**src/rtl/forwarding_unit_pkg.sv**
```systemverilog
// Shared forwarding definitions: operand-select encodings and the hard-wired zero register.
// Also imported by the EX operand multiplexers so both sides agree on the encoding.
package forwarding_unit_pkg;

  localparam logic [1:0] FWD_REG  = 2'b00;
  localparam logic [1:0] FWD_MEM  = 2'b01;
  localparam logic [1:0] FWD_WB   = 2'b10;

  localparam logic [4:0] REG_ZERO = 5'd0;

endpackage

```
**src/rtl/forwarding_unit_if.sv**
```systemverilog
// Pipeline-side bundle of the forwarding unit: ID/EX register fields in, forward selects and stall out.
// The slave modport is the forwarding unit; the master modport is the pipeline/hazard logic.
interface forwarding_unit_if #(
  parameter int FORW_ALU = 2,
  parameter int REG_ADDR = 5,
  parameter int CNT_SZ   = 16
);

  logic                i_enable;
  logic                i_flush_E;
  logic [REG_ADDR-1:0] i_instr_rs_D;
  logic [REG_ADDR-1:0] i_instr_rt_D;
  logic [REG_ADDR-1:0] i_write_reg_E;
  logic                i_reg_write_E;
  logic                i_mem_read_E;
  logic [FORW_ALU-1:0] o_forward_a_FU;
  logic [FORW_ALU-1:0] o_forward_b_FU;
  logic                o_stall_HU;
  logic [CNT_SZ-1:0]   o_stall_cnt;

  modport slave (
    input  i_enable, i_flush_E, i_instr_rs_D, i_instr_rt_D,
    input  i_write_reg_E, i_reg_write_E, i_mem_read_E,
    output o_forward_a_FU, o_forward_b_FU, o_stall_HU, o_stall_cnt
  );

  modport master (
    output i_enable, i_flush_E, i_instr_rs_D, i_instr_rt_D,
    output i_write_reg_E, i_reg_write_E, i_mem_read_E,
    input  o_forward_a_FU, o_forward_b_FU, o_stall_HU, o_stall_cnt
  );

endinterface

```
**src/rtl/forwarding_unit_fwd_select.sv**
```systemverilog
// Priority compare of one EX source register against the MEM and WB shadow destinations.
// The MEM producer is younger than the WB producer, so a MEM hit wins.
module forwarding_unit_fwd_select
  import forwarding_unit_pkg::*;
#(
  parameter int FORW_ALU = 2,
  parameter int REG_ADDR = 5
) (
  input  logic [REG_ADDR-1:0] i_src,
  input  logic [REG_ADDR-1:0] i_mem_rd,
  input  logic                i_mem_rw,
  input  logic [REG_ADDR-1:0] i_wb_rd,
  input  logic                i_wb_rw,
  output logic [FORW_ALU-1:0] o_sel
);

  logic w_mem_hit;
  logic w_wb_hit;

  // r0 is hard-wired, so a write to it must never be forwarded.
  assign w_mem_hit = i_mem_rw && (i_mem_rd != REG_ADDR'(REG_ZERO)) && (i_mem_rd == i_src);
  assign w_wb_hit  = i_wb_rw  && (i_wb_rd  != REG_ADDR'(REG_ZERO)) && (i_wb_rd  == i_src);

  always_comb begin
    o_sel = FORW_ALU'(FWD_REG);
    if (w_mem_hit) begin
      o_sel = FORW_ALU'(FWD_MEM);
    end else if (w_wb_hit) begin
      o_sel = FORW_ALU'(FWD_WB);
    end
  end

endmodule

```
**src/rtl/forwarding_unit.sv**
```systemverilog
// EX-stage forwarding unit: shadows rs/rt and destination tags down the pipe, drives forward
// selects from registered state only, and flags load-use hazards with a saturating stall count.
module forwarding_unit
  import forwarding_unit_pkg::*;
#(
  parameter int FORW_ALU = 2,
  parameter int REG_ADDR = 5,
  parameter int CNT_SZ   = 16
) (
  input  logic              i_clk,
  input  logic              i_reset,
  forwarding_unit_if.slave  bus
);

  logic [REG_ADDR-1:0] r_ex_rs;
  logic [REG_ADDR-1:0] r_ex_rt;
  logic [REG_ADDR-1:0] r_mem_rd;
  logic                r_mem_rw;
  logic [REG_ADDR-1:0] r_wb_rd;
  logic                r_wb_rw;
  logic [CNT_SZ-1:0]   r_stall_cnt;

  logic                w_stall;
  logic [FORW_ALU-1:0] w_fwd_a;
  logic [FORW_ALU-1:0] w_fwd_b;

  function automatic logic [CNT_SZ-1:0] sat_inc(input logic [CNT_SZ-1:0] v);
    return (&v) ? v : v + CNT_SZ'(1);
  endfunction

  // Load in EX whose destination is read by the instruction in ID.
  assign w_stall = bus.i_mem_read_E
                && (bus.i_write_reg_E != REG_ADDR'(REG_ZERO))
                && ((bus.i_write_reg_E == bus.i_instr_rs_D)
                 || (bus.i_write_reg_E == bus.i_instr_rt_D));

  // ID->EX, EX->MEM and MEM->WB shadow stages
  always_ff @(posedge i_clk) begin
    if (i_reset) begin
      r_ex_rs     <= '0;
      r_ex_rt     <= '0;
      r_mem_rd    <= '0;
      r_mem_rw    <= 1'b0;
      r_wb_rd     <= '0;
      r_wb_rw     <= 1'b0;
      r_stall_cnt <= '0;
    end else if (bus.i_enable) begin
      r_mem_rd <= bus.i_write_reg_E;
      r_mem_rw <= bus.i_reg_write_E;
      r_wb_rd  <= r_mem_rd;
      r_wb_rw  <= r_mem_rw;
      if (w_stall || bus.i_flush_E) begin
        r_ex_rs <= '0;
        r_ex_rt <= '0;
      end else begin
        r_ex_rs <= bus.i_instr_rs_D;
        r_ex_rt <= bus.i_instr_rt_D;
      end
      if (w_stall) begin
        r_stall_cnt <= sat_inc(r_stall_cnt);
      end
    end
  end

  forwarding_unit_fwd_select #(.FORW_ALU(FORW_ALU), .REG_ADDR(REG_ADDR)) u_fwd_a (
    .i_src    (r_ex_rs),
    .i_mem_rd (r_mem_rd),
    .i_mem_rw (r_mem_rw),
    .i_wb_rd  (r_wb_rd),
    .i_wb_rw  (r_wb_rw),
    .o_sel    (w_fwd_a)
  );

  forwarding_unit_fwd_select #(.FORW_ALU(FORW_ALU), .REG_ADDR(REG_ADDR)) u_fwd_b (
    .i_src    (r_ex_rt),
    .i_mem_rd (r_mem_rd),
    .i_mem_rw (r_mem_rw),
    .i_wb_rd  (r_wb_rd),
    .i_wb_rw  (r_wb_rw),
    .o_sel    (w_fwd_b)
  );

  assign bus.o_forward_a_FU = w_fwd_a;
  assign bus.o_forward_b_FU = w_fwd_b;
  assign bus.o_stall_HU     = w_stall;
  assign bus.o_stall_cnt    = r_stall_cnt;

endmodule
```
**src/flat_wrapper.sv**
```systemverilog
// flat-port wrapper written by rule: the top's interface ports become plain ports
module forwarding_unit_flat import forwarding_unit_pkg::*;
#(
  parameter int FORW_ALU = 2,
  parameter int REG_ADDR = 5,
  parameter int CNT_SZ   = 16
)
  (i_clk, i_reset, bus_i_enable, bus_i_flush_E, bus_i_instr_rs_D, bus_i_instr_rt_D, bus_i_write_reg_E, bus_i_reg_write_E, bus_i_mem_read_E, bus_o_forward_a_FU, bus_o_forward_b_FU, bus_o_stall_HU, bus_o_stall_cnt);
  forwarding_unit_if #(.FORW_ALU(FORW_ALU), .REG_ADDR(REG_ADDR), .CNT_SZ(CNT_SZ)) bus_i ();
  input  logic i_clk;
  input  logic i_reset;
  input wire logic [$bits(bus_i.i_enable)-1:0] bus_i_enable;
  input wire logic [$bits(bus_i.i_flush_E)-1:0] bus_i_flush_E;
  input wire logic [$bits(bus_i.i_instr_rs_D)-1:0] bus_i_instr_rs_D;
  input wire logic [$bits(bus_i.i_instr_rt_D)-1:0] bus_i_instr_rt_D;
  input wire logic [$bits(bus_i.i_write_reg_E)-1:0] bus_i_write_reg_E;
  input wire logic [$bits(bus_i.i_reg_write_E)-1:0] bus_i_reg_write_E;
  input wire logic [$bits(bus_i.i_mem_read_E)-1:0] bus_i_mem_read_E;
  output wire logic [$bits(bus_i.o_forward_a_FU)-1:0] bus_o_forward_a_FU;
  output wire logic [$bits(bus_i.o_forward_b_FU)-1:0] bus_o_forward_b_FU;
  output wire logic [$bits(bus_i.o_stall_HU)-1:0] bus_o_stall_HU;
  output wire logic [$bits(bus_i.o_stall_cnt)-1:0] bus_o_stall_cnt;
  assign bus_i.i_enable = bus_i_enable;
  assign bus_i.i_flush_E = bus_i_flush_E;
  assign bus_i.i_instr_rs_D = bus_i_instr_rs_D;
  assign bus_i.i_instr_rt_D = bus_i_instr_rt_D;
  assign bus_i.i_write_reg_E = bus_i_write_reg_E;
  assign bus_i.i_reg_write_E = bus_i_reg_write_E;
  assign bus_i.i_mem_read_E = bus_i_mem_read_E;
  assign bus_o_forward_a_FU = bus_i.o_forward_a_FU;
  assign bus_o_forward_b_FU = bus_i.o_forward_b_FU;
  assign bus_o_stall_HU = bus_i.o_stall_HU;
  assign bus_o_stall_cnt = bus_i.o_stall_cnt;
  forwarding_unit #(.FORW_ALU(FORW_ALU), .REG_ADDR(REG_ADDR), .CNT_SZ(CNT_SZ)) u_core (.i_clk(i_clk), .i_reset(i_reset), .bus(bus_i));
endmodule
```
**config.mk**
```make
export PLATFORM = sky130hd
export DESIGN_NAME = forwarding_unit_flat
export DESIGN_NICKNAME = d
export VERILOG_FILES = /design/src/rtl/forwarding_unit_pkg.sv /design/src/rtl/forwarding_unit_if.sv /design/src/rtl/forwarding_unit_fwd_select.sv /design/src/rtl/forwarding_unit.sv /design/src/flat_wrapper.sv
export SDC_FILE = /design/constraint.sdc
export NUM_CORES = 1
export LEC_CHECK = 0
export BUFFER_PORTS_ARGS = -buffer_cell sky130_fd_sc_hd__buf_2
export CAP_MARGIN = 20
export CORE_ASPECT_RATIO = 1.4
export CORE_MARGIN = 4
export CORE_UTILIZATION = 60
export CTS_BUF_LIST = sky130_fd_sc_hd__clkbuf_2
export DETAILED_ROUTE_END_ITERATION = 6
export PLACE_DENSITY = 0.95
export SLEW_MARGIN = 20
export SYNTH_ARGS = -nofsm -noshare
export SYNTH_HDL_FRONTEND = slang
export SYNTH_SLANG_ARGS = --single-unit
```
**constraint.sdc**
```tcl
create_clock -name i_clk -period 4.7 [get_ports i_clk]
set_input_delay 0.94 -clock i_clk [delete_from_list [all_inputs] [get_ports i_clk]]
set_output_delay 0.94 -clock i_clk [all_outputs]
set_load 0.05 [all_outputs]
```
==> flow_summary.toml <==
[logic_synthesis]
syn_inst = 224
synth_area_um2 = 1980
netlist_top_cells_area = "dfxtp_1 (38%), xor2_1 (8.9%), xnor2_1 (7.1%), mux2i_1 (6.6%), nand3_1 (4.6%)"
avgSynthCellArea_um2 = 8.83
synth_cell_types = 34
synth_ff_type = "dfxtp_1"
yosys_warnings = 0
seq_area_frac_synth_pct = 38.5
synth_nets = 246
ys_ff_latch = 38
synth_top_area_share_pct = 38.5
synth_common_cells = "dfxtp_1 (38), nor2_1 (21), xor2_1 (20)"
yosysMostFrequentCell = "dfxtp_1"
yosysTopAreaCell = "dfxtp_1"
synth_edf_count = 0
async_flop_share_pct = 0

[route]
drc = 0
via_per_inst = 5.73
first_iter_violations = 70
drtPass1Iterations = 4
wirelength_um = 4640
num_vias = 1724
drt-wirelength-per-cell_um = 15.4
ant_nets = 0

[global_routing]
antenna_found_initial = 0
grt_pass1_wl_um = 7750
grt_pass1_vias = 1700
overflow = 0
grt.total_usage_pct = 22.8
grt_max_degree = 40

[clocking]
cts_resized = 0
worstSkewPairLatency_ps = 400
cts-htree-levels = 2
clk_path_buf_depth = 2
post_cts_buffers = 0
cts-root-buf = "clkbuf_2"
clk_pin_slew_ps = 200
cts_buffers = 5
cts_hold_buffers = 0
cts_tree = "done"
numClockSinks = 38

[sta]
hold_viol = 0
fin_skew_ps = 29.3
finalSetupViolCount = 0
min_period_over_period_pct = 70.8
tns_ps = 0
maxSlewHeadroom_pct = 54.8
fmax_ghz = 0.301
grt_setup_unrepaired = "no"
setup_slack_ps = 1370
worst_pin_slew_ps = 678
slew_viol_final = 0
layout_min_cycle_time_ps = 3330

[critical_path]
worst_setup_path_end_kind = "primary output"
worstReg2RegEnd = "u_core.bus.o_stall_cnt[15]"
start_kind = "flip-flop"
crit_end = "bus_o_forward_a_FU[1]"
crit_start = "u_core.r_mem_rd[2]"
r2r_start = "u_core.bus.o_stall_cnt[0]"
cp.required_ps = 3760
crit_arrival_ps = 2390
path_max_fanout = 5
reg2reg_setup_slack_ps = 2420
path_class = "flip-flop to primary output"
ff2ff_path_depth = 7

[worst_hold_path]
hp-class = "flip-flop to flip-flop"
min_delay_path_depth = 2

[flow_run]
cap_violations = 0

[finish]
n_fill_cell = 272
num_antenna_cells = 0
multi_input_area_um2 = 1160
nNetsFinal = 283
regArea_um2 = 761
syn_to_final_growth_pct = 12.2
final_layout_size_suffix_gt1_share_pct = 21.4

[die]
dieArea_um2 = 4290
num_rows = 24
fp.dieW_um = 56.5
start_util_pct = 62.7
ioPinCount = 42
dieHeight_um = 75.9
coreArea_um2 = 3150

[placement]
gp_congestion = 0.931
port_buffers = 41
place_ws_ps = 1520
dp_hpwl_um = 3540

[pwr]
max-vdd-ir-drop_v = 0.000237
power.density_nw_per_um2 = 256
cellLeakagePower_nw = 0.974

[outcome]
status = "complete, no violations"
[cell type report]
type	count	share of cell area [%]
timing repair buffer	41	9.26
clock buffer	6	1.35
multi-input combinational	174	52.3
tap	39	2.20
inverter	1	0.169
sequential	38	34.3
clock inverter	2	0.395
[metal layers]
layer  vias up  wire, um  GRT usage, %
met1       803      1780          25.7
met5         -         0             0
met4         0       205          14.3
met2        43      2450          38.0
li1        862         -             -
met3        16       200          5.10
[layout by cell type, fill, tap and decap left out, types with 2 or more instances in the layout]
cell / count
o31ai_1: 2
clkbuf_2: 6
or4_1: 7
a21oi_1: 16
nand4_1: 5
nor2_1: 21
mux2i_1: 13
xnor2_1: 16
o21ba_2: 2
xor2_1: 20
nand3_1: 18
nor4_1: 6
and3_1: 2
dfxtp_1: 38
o21ai_0: 7
buf_2: 41
or3_1: 5
nand2_1: 19
o31a_1: 2
[how the worst min path moves through the flow]
stage | from | endpoint | slack (ps)
after floorplan | u_core.r_wb_rw | u_core.r_wb_rw | 450
after global placement | u_core.bus.o_stall_cnt[15] | u_core.bus.o_stall_cnt[15] | 470
after detailed placement | u_core.bus.o_stall_cnt[15] | u_core.bus.o_stall_cnt[15] | 490
after CTS | u_core.bus.o_stall_cnt[15] | u_core.bus.o_stall_cnt[15] | 510
after global routing | u_core.bus.o_stall_cnt[15] | u_core.bus.o_stall_cnt[15] | 540
final | u_core.bus.o_stall_cnt[15] | u_core.bus.o_stall_cnt[15] | 500
[sequential cells by signal (all words and copies together) (netlist names)]
name / flops
u_core.r_mem_rw: 1
u_core.r_ex_rs: 5
u_core.r_mem_rd: 5
u_core.bus.o_stall_cnt: 16
u_core.r_ex_rt: 5
u_core.r_wb_rw: 1
u_core.r_wb_rd: 5
[through the flow]
step | power [W] | instance area (um^2) | cells | hold slack [ps] | utilization (%)
5_1_grt | 0.000594 | 2220 | 301 | 540 | 70.3
4_1_cts | 0.000569 | 2220 | 301 | 505 | 70.3
6_report | 0.000567 | 2220 | 301 | 502 | 70.3
3_3_place_gp | 0.000426 | 2180 | 293 | 474 | 69.1
2_1_floorplan | 0.000404 | 1980 | 224 | 453 | -
3_5_place_dp | 0.000430 | 2180 | 293 | 490 | 69.1
[report_power, final]
group	switching (W)	internal, W
registers	0.0000114	0.000331
clock network	0.000108	0.0000365
logic	0.0000467	0.0000341
total	0.000166	0.000402
[cell families after synthesis]
group / Yosys count / synth area share (%)
flops: 38 / 38.5
buf+inv: 12 / 2.85
xor+xnor: 36 / 15.9
mux: 13 / 6.58
fa+ha+maj: 1 / 0.633
compound gates: 35 / 12.5
simple gates: 89 / 23.0
[worst max-delay path, stage by stage, from the launching register on]
cell     delay (ps)
dfxtp_1         410
or4_1           500
o21ai_0         240
nor4_1          130
nor4_1          370
buf_2           330
Note: power is estimated with default switching activity, not from simulation.
